## src/rtl/vend_change.sv

```systemverilog
// rtl/vend_change.sv - coin vending FSM with edge-detected coin input, change return and sales count
module vend_change #(
  parameter int unsigned W     = 8,
  parameter int unsigned PRICE = 3,
  parameter int unsigned VAL_A = 1,
  parameter int unsigned VAL_B = 2,
  parameter int unsigned CNT_W = 8
) (
  input  logic             Clk,
  input  logic             Reset_n,
  input  logic [1:0]       D_in,
  output logic             D_out_mealy,
  output logic             D_out_moore,
  output logic             Change_out,
  output logic [W-1:0]     Credit,
  output logic             Busy,
  output logic             Reject,
  output logic [CNT_W-1:0] Sales
);

  // Coin values are capped at 2^W: any coin that large overflows the credit anyway,
  // and the cap keeps the W+1 bit sum from wrapping back into the legal range.
  localparam logic [63:0] COIN_CAP = 64'd1 << W;
  localparam logic [W:0]  COIN_A   = (64'(VAL_A) >= COIN_CAP) ? (W+1)'(COIN_CAP) : (W+1)'(VAL_A);
  localparam logic [W:0]  COIN_B   = (64'(VAL_B) >= COIN_CAP) ? (W+1)'(COIN_CAP) : (W+1)'(VAL_B);

  typedef enum logic [1:0] {ACCUM, VEND, CHANGE} state_t;

  state_t     state;
  logic [1:0] d_in_q;
  logic       ev;
  logic       coin_ev;
  logic       cancel_ev;
  logic [W:0] coin_val;
  logic [W:0] sum;
  logic       ovf;
  logic       ge_price;

  assign ev        = (D_in != 2'b00) && (d_in_q == 2'b00);
  assign coin_ev   = ev && (D_in != 2'b11);
  assign cancel_ev = ev && (D_in == 2'b11);
  assign coin_val  = (D_in == 2'b01) ? COIN_A : COIN_B;
  assign sum       = {1'b0, Credit} + coin_val;
  assign ovf       = sum[W];
  assign ge_price  = sum >= (W+1)'(PRICE);

  // Reset_n gates the strobe because d_in_q is held at 00 during reset
  assign D_out_mealy = Reset_n && (state == ACCUM) && coin_ev && !ovf && ge_price;

  always_ff @(posedge Clk or negedge Reset_n) begin
    if (!Reset_n) begin
      state       <= ACCUM;
      d_in_q      <= 2'b00;
      Credit      <= '0;
      Sales       <= '0;
      D_out_moore <= 1'b0;
      Change_out  <= 1'b0;
      Reject      <= 1'b0;
      Busy        <= 1'b0;
    end else begin
      d_in_q      <= D_in;
      D_out_moore <= 1'b0;
      Change_out  <= 1'b0;
      Reject      <= 1'b0;
      case (state)
        ACCUM: begin
          if (coin_ev) begin
            if (ovf) begin
              Reject <= 1'b1;
            end else if (ge_price) begin
              Credit      <= sum[W-1:0] - W'(PRICE);
              state       <= VEND;
              D_out_moore <= 1'b1;
              Busy        <= 1'b1;
            end else begin
              Credit <= sum[W-1:0];
            end
          end else if (cancel_ev && (Credit != '0)) begin
            state      <= CHANGE;
            Change_out <= 1'b1;
            Busy       <= 1'b1;
          end
        end
        VEND: begin
          Sales <= Sales + CNT_W'(1);
          if (coin_ev) Reject <= 1'b1;
          if (Credit != '0) begin
            state      <= CHANGE;
            Change_out <= 1'b1;
          end else begin
            state <= ACCUM;
            Busy  <= 1'b0;
          end
        end
        CHANGE: begin
          if (coin_ev) Reject <= 1'b1;
          if (Credit != '0) Credit <= Credit - W'(1);
          // Change_out for the next cycle pays the unit still left after this one
          if (Credit <= W'(1)) begin
            state <= ACCUM;
            Busy  <= 1'b0;
          end else begin
            Change_out <= 1'b1;
          end
        end
        default: begin
          state <= ACCUM;
          Busy  <= 1'b0;
        end
      endcase
    end
  end

endmodule

```

## config.mk

```make
export PLATFORM = sky130hd
export DESIGN_NAME = vend_change
export DESIGN_NICKNAME = d
export VERILOG_FILES = /design/src/rtl/vend_change.sv
export SDC_FILE = /design/constraint.sdc
export NUM_CORES = 1
export LEC_CHECK = 0
export ABC_AREA = 1
export CELL_PAD_IN_SITES_DETAIL_PLACEMENT = 1
export CELL_PAD_IN_SITES_GLOBAL_PLACEMENT = 1
export CORE_MARGIN = 2
export CORE_UTILIZATION = 40
export CTS_BUF_LIST = sky130_fd_sc_hd__clkbuf_8 sky130_fd_sc_hd__clkbuf_16
export CTS_CLUSTER_DIAMETER = 30
export DETAILED_ROUTE_END_ITERATION = 7
export PLACE_DENSITY = 0.78
export SLEW_MARGIN = 20
export SYNTH_ARGS = -nofsm -noshare
export SYNTH_HDL_FRONTEND = slang
export SYNTH_SLANG_ARGS = --single-unit
```

## constraint.sdc

```tcl
create_clock -name Clk -period 2.6 [get_ports Clk]
set_input_delay 0.39 -clock Clk [delete_from_list [all_inputs] [get_ports Clk]]
set_output_delay 0.39 -clock Clk [all_outputs]
set_load 0.01 [all_outputs]
```

# == Yosys cells after proc, flatten, opt, wreduce, memory -nomap -nowiden ==
# Index checks and enable logic that the tools add are counted.
# word_totals
regBits,24
inputBits,4
out_inout_bits,21
word_cells,78
# op_classes
addsub,4
order_cmp,2
n_eq_ne,13
muxes,33
n_reduce_logical,18
# ops
op,n
2-to-1 mux 8 bit,4
2-to-1 mux 1 bit,17
one-hot mux 8 bit (2 select lines),1
2-to-1 mux 2 bit,7
inequality test 2 bit (second input constant),6
adder 8 x 2 -> 9 bit,1
greater-or-equal comparator 9 x 2 -> 1 bit (second input constant),1
adder 8 x 1 -> 8 bit (second input constant),1
less-or-equal comparator 8 x 1 -> 1 bit (second input constant),1
logical AND 1 bit,8
AND reduction 4 bit,2
nonzero test 8 bit,1
subtractor 8 x 1 -> 8 bit (second input constant),1
subtractor 8 x 2 -> 8 bit (second input constant),1
inequality test 3 bit (second input constant),2
one-hot mux 1 bit (3 select lines),2
one-hot mux 2 bit (3 select lines),1
AND reduction 5 bit,1
== test 2 x 1 -> 1 bit (second input constant),2
== test 2 bit (second input constant),2
logical NOT 2 bit,2
nonzero test 2 bit,2
inequality test 3 x 2 -> 1 bit (second input constant),1
one-hot mux 1 bit (2 select lines),1
other kinds (2),2

# == Logic depth before layout (Yosys ltp) ==
# depth
ltp_word,8
mapped_depth,19
ltp_nobuf,19

# == Worst setup path after synthesis ==
# Ideal clock, no wire load.
# synth_path
path_kind,reg-to-output
from,register Credit[1]
to,output D_out_mealy
t_arrival_ns,1.876
required_time_ns,2.210
path_slack_ns,0.334
stages_incl_launch_ff,13
n_path_buf,0
cell_sequence,dfrtp_1 inv_1 nand3_1 nand2_1 inv_1 ha_1 ha_1 nand3_1 nand4_4 nand2_4 nor3_2 nand2_1 inv_1
# synth_via
elab_chain_cells,4
word_cells_on_any_way,5
cone_classes,add/sub: 1; order compare: 1; reduce/logical: 3
# synth_rtl
item,line,text
from (decl),15,"output logic [W-1:0] Credit,"
from (signal assigned),71,Credit <= sum[W-1:0] - W'(PRICE);
from (signal assigned),76,Credit <= sum[W-1:0];
from (signal assigned),97,if (Credit != '0) Credit <= Credit - W'(1);
adder 8 x 2 -> 9 bit (*),43,"assign sum = {1'b0, Credit} + coin_val;"
branches (longest 2 deep; another with greater-or-equal comparator 9 x 2 -> 1 bit),n/a,
logical AND 1 bit (*),48,assign D_out_mealy = Reset_n && (state == ACCUM) && coin_ev && !ovf && ge_price;
to (decl),12,"output logic D_out_mealy,"
# Mark *: on every way between the ends.

# == Worst setup path in the final report ==
# Same ends and word-level chain as after synthesis.

==> flow_metrics.py <==
metrics = {
    "worst_hold_path": {
        "holdPathStages": 1,
        "worst_hold_path.endpoint": "Sales[7]",
        "hold_class": "reg2reg",
        "origin_of_the_worst_min_delay_path": "Sales[7]",
    },
    "grt": {
        "wire_length_of_the_first_global_routing_pass_um": 9715,
        "antenna_found_initial": 0,
        "overflow": 0,
        "grt_pass1_vias": 2028,
        "globalRouteTotalUtil_pct": 23.88,
        "grt_start_max_net_pins": 25,
    },
    "drt": {
        "route.antenna.remaining_nets": 0,
        "routed_wl_per_cell_um": 18.80,
        "dr_total_vias": 2072,
        "first_pass_iters": 4,
        "postRouteWirelength_um": 7143,
        "drc": 0,
        "avgViaCountPerCell": 5.453,
        "drt_iter0_markers": 127,
    },
    "placed_design": {
        "detailedPlace.worstSlack_ns": -0.6110,
        "post_dp_cell_area_sq_um": 2415,
        "hpwlAfterDp_um": 4326,
        "finalWeightedCongestion": 0.8572,
        "post-place-cells": 366,
        "portBuffers": 24,
    },
    "sta": {
        "slew_violations": 0,
        "finalCriticalPeriod_ns": 2.591,
        "setup_violations": 0,
        "timing.final.hold_violations": 0,
        "timing.final.crit_share_pct": 99.65,
        "max_clock_freq_mhz": 386.0,
        "clock-skew-final_ns": 0.004127,
        "relSlewSlack_pct": 69.81,
        "tightest_slew_ns": 0.4494,
        "post-route-worst-setup-slack_ns": 0.009137,
    },
    "pwr": {
        "static-leakage-power_uw": 0.001386,
        "combinationalPowerShare_pct": 75.0,
        "report.power.total_uw": 3702,
        "power_per_cell_area_nw_per_um2": 1378,
        "max-vdd-ir-drop_v": 0.0008177,
        "clock_group_share_of_total_power_pct": 6.1,
        "sequentialPowerShare_pct": 18.9,
        "int_power_uw": 1822,
        "sw_frac_of_total_pct": 50.80,
        "switchingPower_uw": 1881,
    },
    "status": {
        "status": "finished, final reports clean",
    },
    "clock_tree": {
        "clock_sink_count": 24,
        "clock_transition_time_at_the_flip_flop_clock_pins_of_the_worst_setup_and_hold_paths_ns": 0.08,
        "clock_tree_from_tritoncts": "built",
        "max-clock-path-buffers": 2,
        "cts_inserted_buffers": 3,
        "htree_levels": 1,
        "cts.root.buffer_cell": "sky130_fd_sc_hd__clkbuf_8",
        "insertion_delay_ns": 0.27,
    },
    "yosys": {
        "synthCells": 260,
        "synth.yosys.warnings": 0,
        "netlist.area_leader.share_pct": 32.11,
        "synth_top_cell_by_area": "sky130_fd_sc_hd__dfrtp_1",
        "yosysUniqueCellTypes": 34,
        "flops_latches_synth": 24,
        "syn-num-nets": 273,
        "synth.cell_area_sq_um": 1871,
        "netlist_top_cells_area": "sky130_fd_sc_hd__dfrtp_1 32%, sky130_fd_sc_hd__nand2_1 12%, sky130_fd_sc_hd__nand3_1 6.2%",
        "synth.yosys.seq_area_share_pct": 32.11,
        "syn_avg_cell_area_sq_um": 7.194,
    },
    "floorplanning": {
        "die_x_um": 72.39,
        "initial_utilization_pct": 42.09,
        "chipHeight_um": 72.39,
        "design.core.area_sq_um": 4444,
        "row_count": 24,
        "die-area_sq_um": 5240,
        "floorplan.io_pins": 25,
    },
    "layout": {
        "fin_area_sq_um": 2686,
        "number_of_non_filler_instances_in_the_completed_layout": 380,
        "seqCellArea_sq_um": 601.8,
        "area_growth_pct": 43.61,
        "design.final.nets": 343,
        "layout.cells.most_common": "sky130_fd_sc_hd__nand2_1",
        "filler_cell_count": 552,
        "multi_input_area_sq_um": 1249,
        "antenna-diode-count": 0,
        "top_library_cells_by_usage_in_the_layout_fill_and_taps_aside": "56 x sky130_fd_sc_hd__nand2_1, 43 x sky130_fd_sc_hd__buf_4, 26 x sky130_fd_sc_hd__inv_1, 26 x sky130_fd_sc_hd__nor2_1, 23 x sky130_fd_sc_hd__dfrtp_1",
        "drive_above_1_share_pct": 30.18,
    },
    "critical_path": {
        "crit-reg2reg-capture": "Credit[1]",
        "critical_path_peak_fanout": 7,
        "data_required_time_at_the_worst_endpoint_ns": 2.21,
        "worstSetupEndpointType": "primary output",
        "worstSetupPathType": "reg2out",
        "cp-start-kind": "register",
        "worstRegToRegCells": 19,
        "worstReg2RegStart": "Credit[1]",
        "arrival_ns": 2.20,
        "worst-r2r-setup-slack_ns": 0.19,
    },
    "flow_run": {
        "timing.max_cap.violations": 0,
    },
}
==> worst max-delay path: stages (launching register included) <==
cell and delay, ns:
sky130_fd_sc_hd__dfrtp_1 0.43, sky130_fd_sc_hd__buf_6 0.14, sky130_fd_sc_hd__nand2_4 0.05, sky130_fd_sc_hd__nand2_2 0.06
sky130_fd_sc_hd__inv_2 0.06, sky130_fd_sc_hd__ha_4 0.14, sky130_fd_sc_hd__inv_4 0.04, sky130_fd_sc_hd__nand2_8 0.10
sky130_fd_sc_hd__nand2_2 0.09, sky130_fd_sc_hd__nand2_4 0.09, sky130_fd_sc_hd__nand3_2 0.11, sky130_fd_sc_hd__nand4_4 0.14
sky130_fd_sc_hd__nand2_4 0.07, sky130_fd_sc_hd__nor3_4 0.17, sky130_fd_sc_hd__nand2_1 0.07, sky130_fd_sc_hd__inv_1 0.05
sky130_fd_sc_hd__buf_2 0.12
==> timing repair <==
action / 4_1_cts / 5_1_grt
hold buffers: 0 / 0
endpoints found under the hold margin: 0 / 0
buffers inserted: 3 / 8
setup endpoints to repair: 1 / 1
resized for setup: 19 / 28
pin swaps: 6 / 15
==> worst max-delay path by stage <==
stage / end / slack [ns] / depth (start not counted) / startpoint
floorplan: D_out_mealy / 0.33 / 12 / Credit[1]
global placement: D_out_mealy / -0.57 / 15 / D_in[1]
detailed placement: D_out_mealy / -0.61 / 13 / D_in[0]
CTS: D_out_mealy / 0.02 / 18 / Credit[1]
global route: D_out_mealy / -0.15 / 17 / Credit[1]
finish: D_out_mealy / 0.009 / 16 / Credit[1]
==> through the flow <==
step	hold slack (ns)	setup TNS, ns	utilization [%]
after floorplan	0.09441	0	-
after global placement	0.4612	-0.6000	54.34
after detailed placement	0.4676	-0.8034	54.34
after CTS	0.4854	0	56.59
after global routing	0.4862	-0.1482	60.44
final	0.4805	0	60.44
==> metal layers <==
layer	vias up	part of all wire [%]	GRT usage, %
met1	1033	41	30.60
met4	0	1.9	5.967
met5	-	0	0
li1	965	-	-
met2	59	53	42.41
met3	15	4.6	3.194
==> state kept, by name (all words and copies together), names as in the netlist <==
signal	cells
Busy	1
Reject	1
d_in_q	2
Change_out	1
D_out_moore	1
state	2
Sales	8
Credit	8
==> power by group through the flow <==
stage               combinational [uW]  sequential (uW)  clock, uW
floorplan                         1320              724          0
global placement                  2240              682          0
detailed placement                2320              683          0
CTS                               2410              677        236
global route                      3030              718        253
finish                            2780              698        227
==> cell usage after synthesis <==
library cell,n
sky130_fd_sc_hd__nand2_1,61
sky130_fd_sc_hd__inv_1,30
sky130_fd_sc_hd__nor2_1,29
sky130_fd_sc_hd__dfrtp_1,24
sky130_fd_sc_hd__nand3_1,23
sky130_fd_sc_hd__a21oi_1,12
sky130_fd_sc_hd__ha_1,9
sky130_fd_sc_hd__nand4_1,8
sky130_fd_sc_hd__inv_2,7
sky130_fd_sc_hd__nand2_2,7
sky130_fd_sc_hd__nand2_4,6
sky130_fd_sc_hd__o21ai_0,6
sky130_fd_sc_hd__xor2_1,6
sky130_fd_sc_hd__a22oi_1,4
sky130_fd_sc_hd__xnor2_1,4
sky130_fd_sc_hd__nor3_1,3
sky130_fd_sc_hd__buf_2,2
sky130_fd_sc_hd__nor2_2,2
sky130_fd_sc_hd__nor3_2,2
sky130_fd_sc_hd__a211oi_1,1
sky130_fd_sc_hd__and2_1,1
sky130_fd_sc_hd__and3_1,1
sky130_fd_sc_hd__buf_4,1
sky130_fd_sc_hd__buf_6,1
sky130_fd_sc_hd__clkinv_1,1
sky130_fd_sc_hd__nand3_2,1
sky130_fd_sc_hd__nand3b_1,1
sky130_fd_sc_hd__nand4_4,1
sky130_fd_sc_hd__nor2_8,1
sky130_fd_sc_hd__o2111ai_1,1
sky130_fd_sc_hd__o21ai_2,1
sky130_fd_sc_hd__o21bai_1,1
sky130_fd_sc_hd__or2_2,1
sky130_fd_sc_hd__or3_1,1
==> logic make-up after synthesis <==
group           Yosys count  synth area share, %
flops                    24                32.11
buf+inv                  42                9.164
fa+ha+maj                 9                6.020
simple gates            149                39.87
compound gates           26                8.161
xor+xnor                 10                4.682
==> final cells by class <==
class,instances,share of cell area (%)
tap,52,2.422
sequential,24,22.40
timing repair buffer,69,21.75
clock buffer,3,1.537
inverter,38,5.403
multi-input combinational,194,46.48
Note: power is estimated with default switching activity, not from simulation.
==> patch 1: new RTL, config.mk and constraints unchanged <==
The 3 states of `state_t` get a one-hot encoding in 3 bits.
--- a/src/rtl/vend_change.sv
+++ b/src/rtl/vend_change.sv
@@ -24,7 +24,7 @@
   localparam logic [W:0]  COIN_A   = (64'(VAL_A) >= COIN_CAP) ? (W+1)'(COIN_CAP) : (W+1)'(VAL_A);
   localparam logic [W:0]  COIN_B   = (64'(VAL_B) >= COIN_CAP) ? (W+1)'(COIN_CAP) : (W+1)'(VAL_B);
 
-  typedef enum logic [1:0] {ACCUM, VEND, CHANGE} state_t;
+  typedef enum logic [2:0] {ACCUM = 3'b001, VEND = 3'b010, CHANGE = 3'b100} state_t;
 
   state_t     state;
   logic [1:0] d_in_q;
Behaviour: same outputs for any inputs over 10 cycles, from zero or initial values and one cycle with Reset_n low; not proved beyond that.
==> patch 1 against the unedited design <==
Critical endpoint unchanged. Largest cell class unchanged. Power shrank 22%. Sequential cell count grew 1. Clock power grew 7%. First-iteration DRC count shrank 63%. Global-route usage grew 0.78 points. Synthesized cell count shrank 4.6%. Largest power group unchanged. Cell area shrank 3.0%. Maximum frequency is essentially flat. Via count shrank 5.5%. Non-clock buffer count grew 7. Setup slack lost 1.8 ps. Routed wire length shrank 12%. Synthesized area grew 0.47%. Register-to-register slack gained 80 ps.
==> patch 1: results (changes against the unedited design) <==
.. list-table::
   :header-rows: 1

   * - Metric
     - Value
   * - Fraction of layout cells with a size suffix above 1
     - 31.7% (+1.5 points)
   * - XOR/XNOR share of the synthesized area
     - 5.99% (+1.3 points)
   * - Setup slack at placement
     - -714 ps (-103 ps)
   * - Post-CTS Setup Inserts
     - 5 (+2)
   * - Power per Cell Area
     - 1110 nW/um^2 (-19%)
   * - Placed cell area
     - 2480 sq um (+2.6%)
   * - Placed instance count
     - 363 (-0.82%)
   * - Synthesized Nets
     - 257 (-5.9%)
   * - Synth unique cells
     - 33 (-2.9%)
   * - Routability congestion estimate
     - 0.832 (-3.0%)
   * - Worst hold path depth
     - 2 (+1)
   * - Post-Synth Adder-Cell Area
     - 3.33% (-2.7 points)
   * - Biggest regs
     - Credit x8, Sales x8, state x3
   * - # nets final
     - 335 (-2.3%)
   * - Vias in the first global route
     - 2054 (+1.3%)
   * - Worst clock skew
     - 3.00 ps (-1.12 ps)
   * - IR Drop Worst-Case VDD
     - 0.588 mV (-28%)
   * - Detailed-route via count
     - 1958 (-5.5%)
   * - Worst hold-check path type
     - in2reg
   * - Count of fill cells added during filler insertion
     - 579 (+4.9%)
   * - Post-detail-place hpwl
     - 4640 um (+7.4%)
   * - Startpoint of the lowest-slack hold path
     - D_in[1]
   * - Share of synthesized area occupied by flip-flops and latches
     - 33.4% (+1.2 points)
   * - Share of power burned in registers
     - 22.3% (+3.4 points)
   * - Minimum hold slack
     - 398 ps (-82.1 ps)
   * - Worst slew margin relative to its limit
     - 71.7% (+1.9 points)
   * - Clock slew seen by the registers of the worst setup and hold paths
     - 100 ps (+20 ps)
   * - Post-Syn Instances
     - 248 (-4.6%)
   * - Largest net degree at the start of global routing
     - 26 (+4.0%)
   * - Wire length of the first global-routing pass
     - 10000 um (+3.4%)
   * - Flop2flop setup slack
     - 270 ps (+80 ps)
   * - Leakage power figure
     - 1.34 nW (-3.3%)
   * - Status
     - completed
   * - Post-route standard cell area excluding fillers
     - 2610 sq um (-3.0%)
   * - Internal power
     - 1.54 mW (-16%)
   * - Final cell count without fillers
     - 377 (-0.79%)
   * - Gates resized, CTS repair
     - 11 (-8)
   * - Synth top cells by count
     - 52 x nand2_1, 30 x inv_1, 28 x nand3_1, 24 x dfrtp_1, 18 x nor2_1
   * - Biggest area contributors in the synthesized netlist
     - dfrtp_1 32%, nand2_1 10%, nand3_1 7.5%, inv_1 6.0%, xor2_1 4.2%
[patch 1: metal layers]
metal / wire length [um] / vias up / track usage, %
met5: 0 / - / 0
met4: 46 / 0 / 5.76
met3: 155 / 4 / 2.36
met2: 3210 / 33 / 44.2
met1: 2840 / 965 / 31.8
li1: - / 956 / -
[patch 1: final cells by class]
cell class | count | area share [%]
clock buffers | 3 | 1.58
repair buffers | 76 | 23.9
multi-input cells | 184 | 42.5
well taps | 52 | 2.50
clock inverters | 1 | 0.288
inverters | 36 | 5.18
flip-flops and latches | 25 | 24.1
[patch 1: worst max-delay path by stage]
stage               startpoint     endpoint  slack [ps]  cells after the start
floorplan            Credit[1]  D_out_mealy         250                     14
global placement       D_in[1]  D_out_mealy        -630                     17
detailed placement     D_in[1]  D_out_mealy        -710                     17
CTS                  Credit[1]  D_out_mealy         -10                     16
global route         Credit[1]  D_out_mealy        -110                     16
finish               Credit[1]  D_out_mealy           7                     16
==> patch 2: new RTL, same settings <==
Without the edit above. Set the parameter `CNT_W` to 10 (it was 8).
--- a/src/rtl/vend_change.sv
+++ b/src/rtl/vend_change.sv
@@ -4,7 +4,7 @@
   parameter int unsigned PRICE = 3,
   parameter int unsigned VAL_A = 1,
   parameter int unsigned VAL_B = 2,
-  parameter int unsigned CNT_W = 8
+  parameter int unsigned CNT_W = 10
 ) (
   input  logic             Clk,
   input  logic             Reset_n,
Interface: changed (resized Sales); port bits go from 25 to 27. The function was not compared with the original's and may differ.
==> patch 2 against the unedited design <==
The flow now finishes with violations (setup timing). Final cell count is 3.9% higher. Sequential cell count is 2 higher. Cell area is 3.2% higher. Synthesized area is 6.8% higher. Core utilization is 2.5 points lower. Count of clock-buffer cells in the layout stayed put. First-iteration DRC count is 38% lower. Setup slack worse by 26 ps. Routed wire length is 15% lower. Sequential share of layout area is 1.1 points higher. Worst hold slack better by 1.6 ps. Highest routed layer unchanged.
Power is left out: it rests on default switching activity, and per cell area and clock period it moved more than threefold.
==> patch 2: results (changes against the unedited design) <==
.. list-table::
   :header-rows: 1

   * - Metric
     - Value
   * - CP arrival
     - 2230 ps (+30 ps)
   * - Biggest regs
     - Sales x10, Credit x8
   * - Synthesized Nets
     - 280 (+2.6%)
   * - Worst setup margin
     - -16.7 ps (-25.8 ps)
   * - Fraction of cell area in non-clock buffers
     - 19.0% (-2.8 points)
   * - Synth top cells by count
     - 50 x nand2_1, 36 x inv_1, 28 x nor2_1, 26 x dfrtp_1, 25 x nand3_1
   * - Total wire length
     - 6080 um (-15%)
   * - Clock network contribution to total cell area
     - 2.57% (+1.0 points)
   * - Post-Syn Instances
     - 267 (+2.7%)
   * - Wire length of the first global-routing pass
     - 9800 um (+0.92%)
   * - Routability congestion estimate
     - 0.835 (-2.6%)
   * - Port Buffers
     - 26 (+8.3%)
   * - # nets final
     - 342 (-0.29%)
   * - All-Layer GR Usage
     - 22.9% (-1.0 points)
   * - Actual transition at the worst max-transition pin
     - 470 ps (+20.1 ps)
   * - Met1 wire length
     - 2780 um (-4.3%)
   * - Setup TNS
     - -16.7 ps (-16.7 ps)
   * - Share of synthesized area occupied by flip-flops and latches
     - 32.6% (+0.45 points)
   * - Clock slew seen by the registers of the worst setup and hold paths
     - 110 ps (+30 ps)
   * - Met1 Resource Use GR
     - 30.1% (-0.48 points)
   * - Drt first-iter violations
     - 79 (-38%)
   * - Setup violation total in the final timing report
     - 1 (+1)
   * - Critical Path Fanout Max
     - 5 (-2)
   * - Fraction of standard cell area in multi-input logic
     - 45.8% (-0.70 points)
   * - Count of clock tree sinks
     - 26 (+8.3%)
   * - Fraction of layout cells with a size suffix above 1
     - 29.3% (-0.91 points)
   * - Setup slack at placement
     - -651 ps (-39.7 ps)
   * - Status
     - finished, violations left
   * - Failing checks
     - setup timing
   * - Largest net degree at the start of global routing
     - 27 (+8.0%)
   * - Wire length on met3
     - 173 um (-47%)
==> patch 2: changes by cell type in the layout (fill, tap and decap cells not counted), sizes merged, moves of 2 or more <==
cell | unedited run | this run
buf | 46 | 35
clkdlybuf4s50 | 21 | 23
dfrtp | 24 | 26
inv | 37 | 44
nand2 | 74 | 65
nand3 | 24 | 30
nand4 | 9 | 4
nor2 | 32 | 35
nor3 | 5 | 3
xor2 | 6 | 10
==> patch 2: path summary, 6_finish.rpt <==
check                          start          end  slack, ps  cells past startpoint
setup reg to reg           Credit[1]    Credit[6]        180                     18
setup / recovery           Credit[1]  D_out_mealy        -20                     15
hold / removal                  Busy         Busy        480                      2
hold reg to reg                 Busy         Busy        480                      2
min in group asynchronous    Reset_n    Credit[1]        600                      2
max in group asynchronous    Reset_n     Sales[3]       1730                      2
==> patch 2: what timing repair did <==
action,4_1_cts,5_1_grt
gates cloned,0,0
pin swaps,4,12
buffers inserted,1,3
endpoints found under the setup margin,1,1
endpoints found under the hold margin,0,0
gates resized for setup,20,13
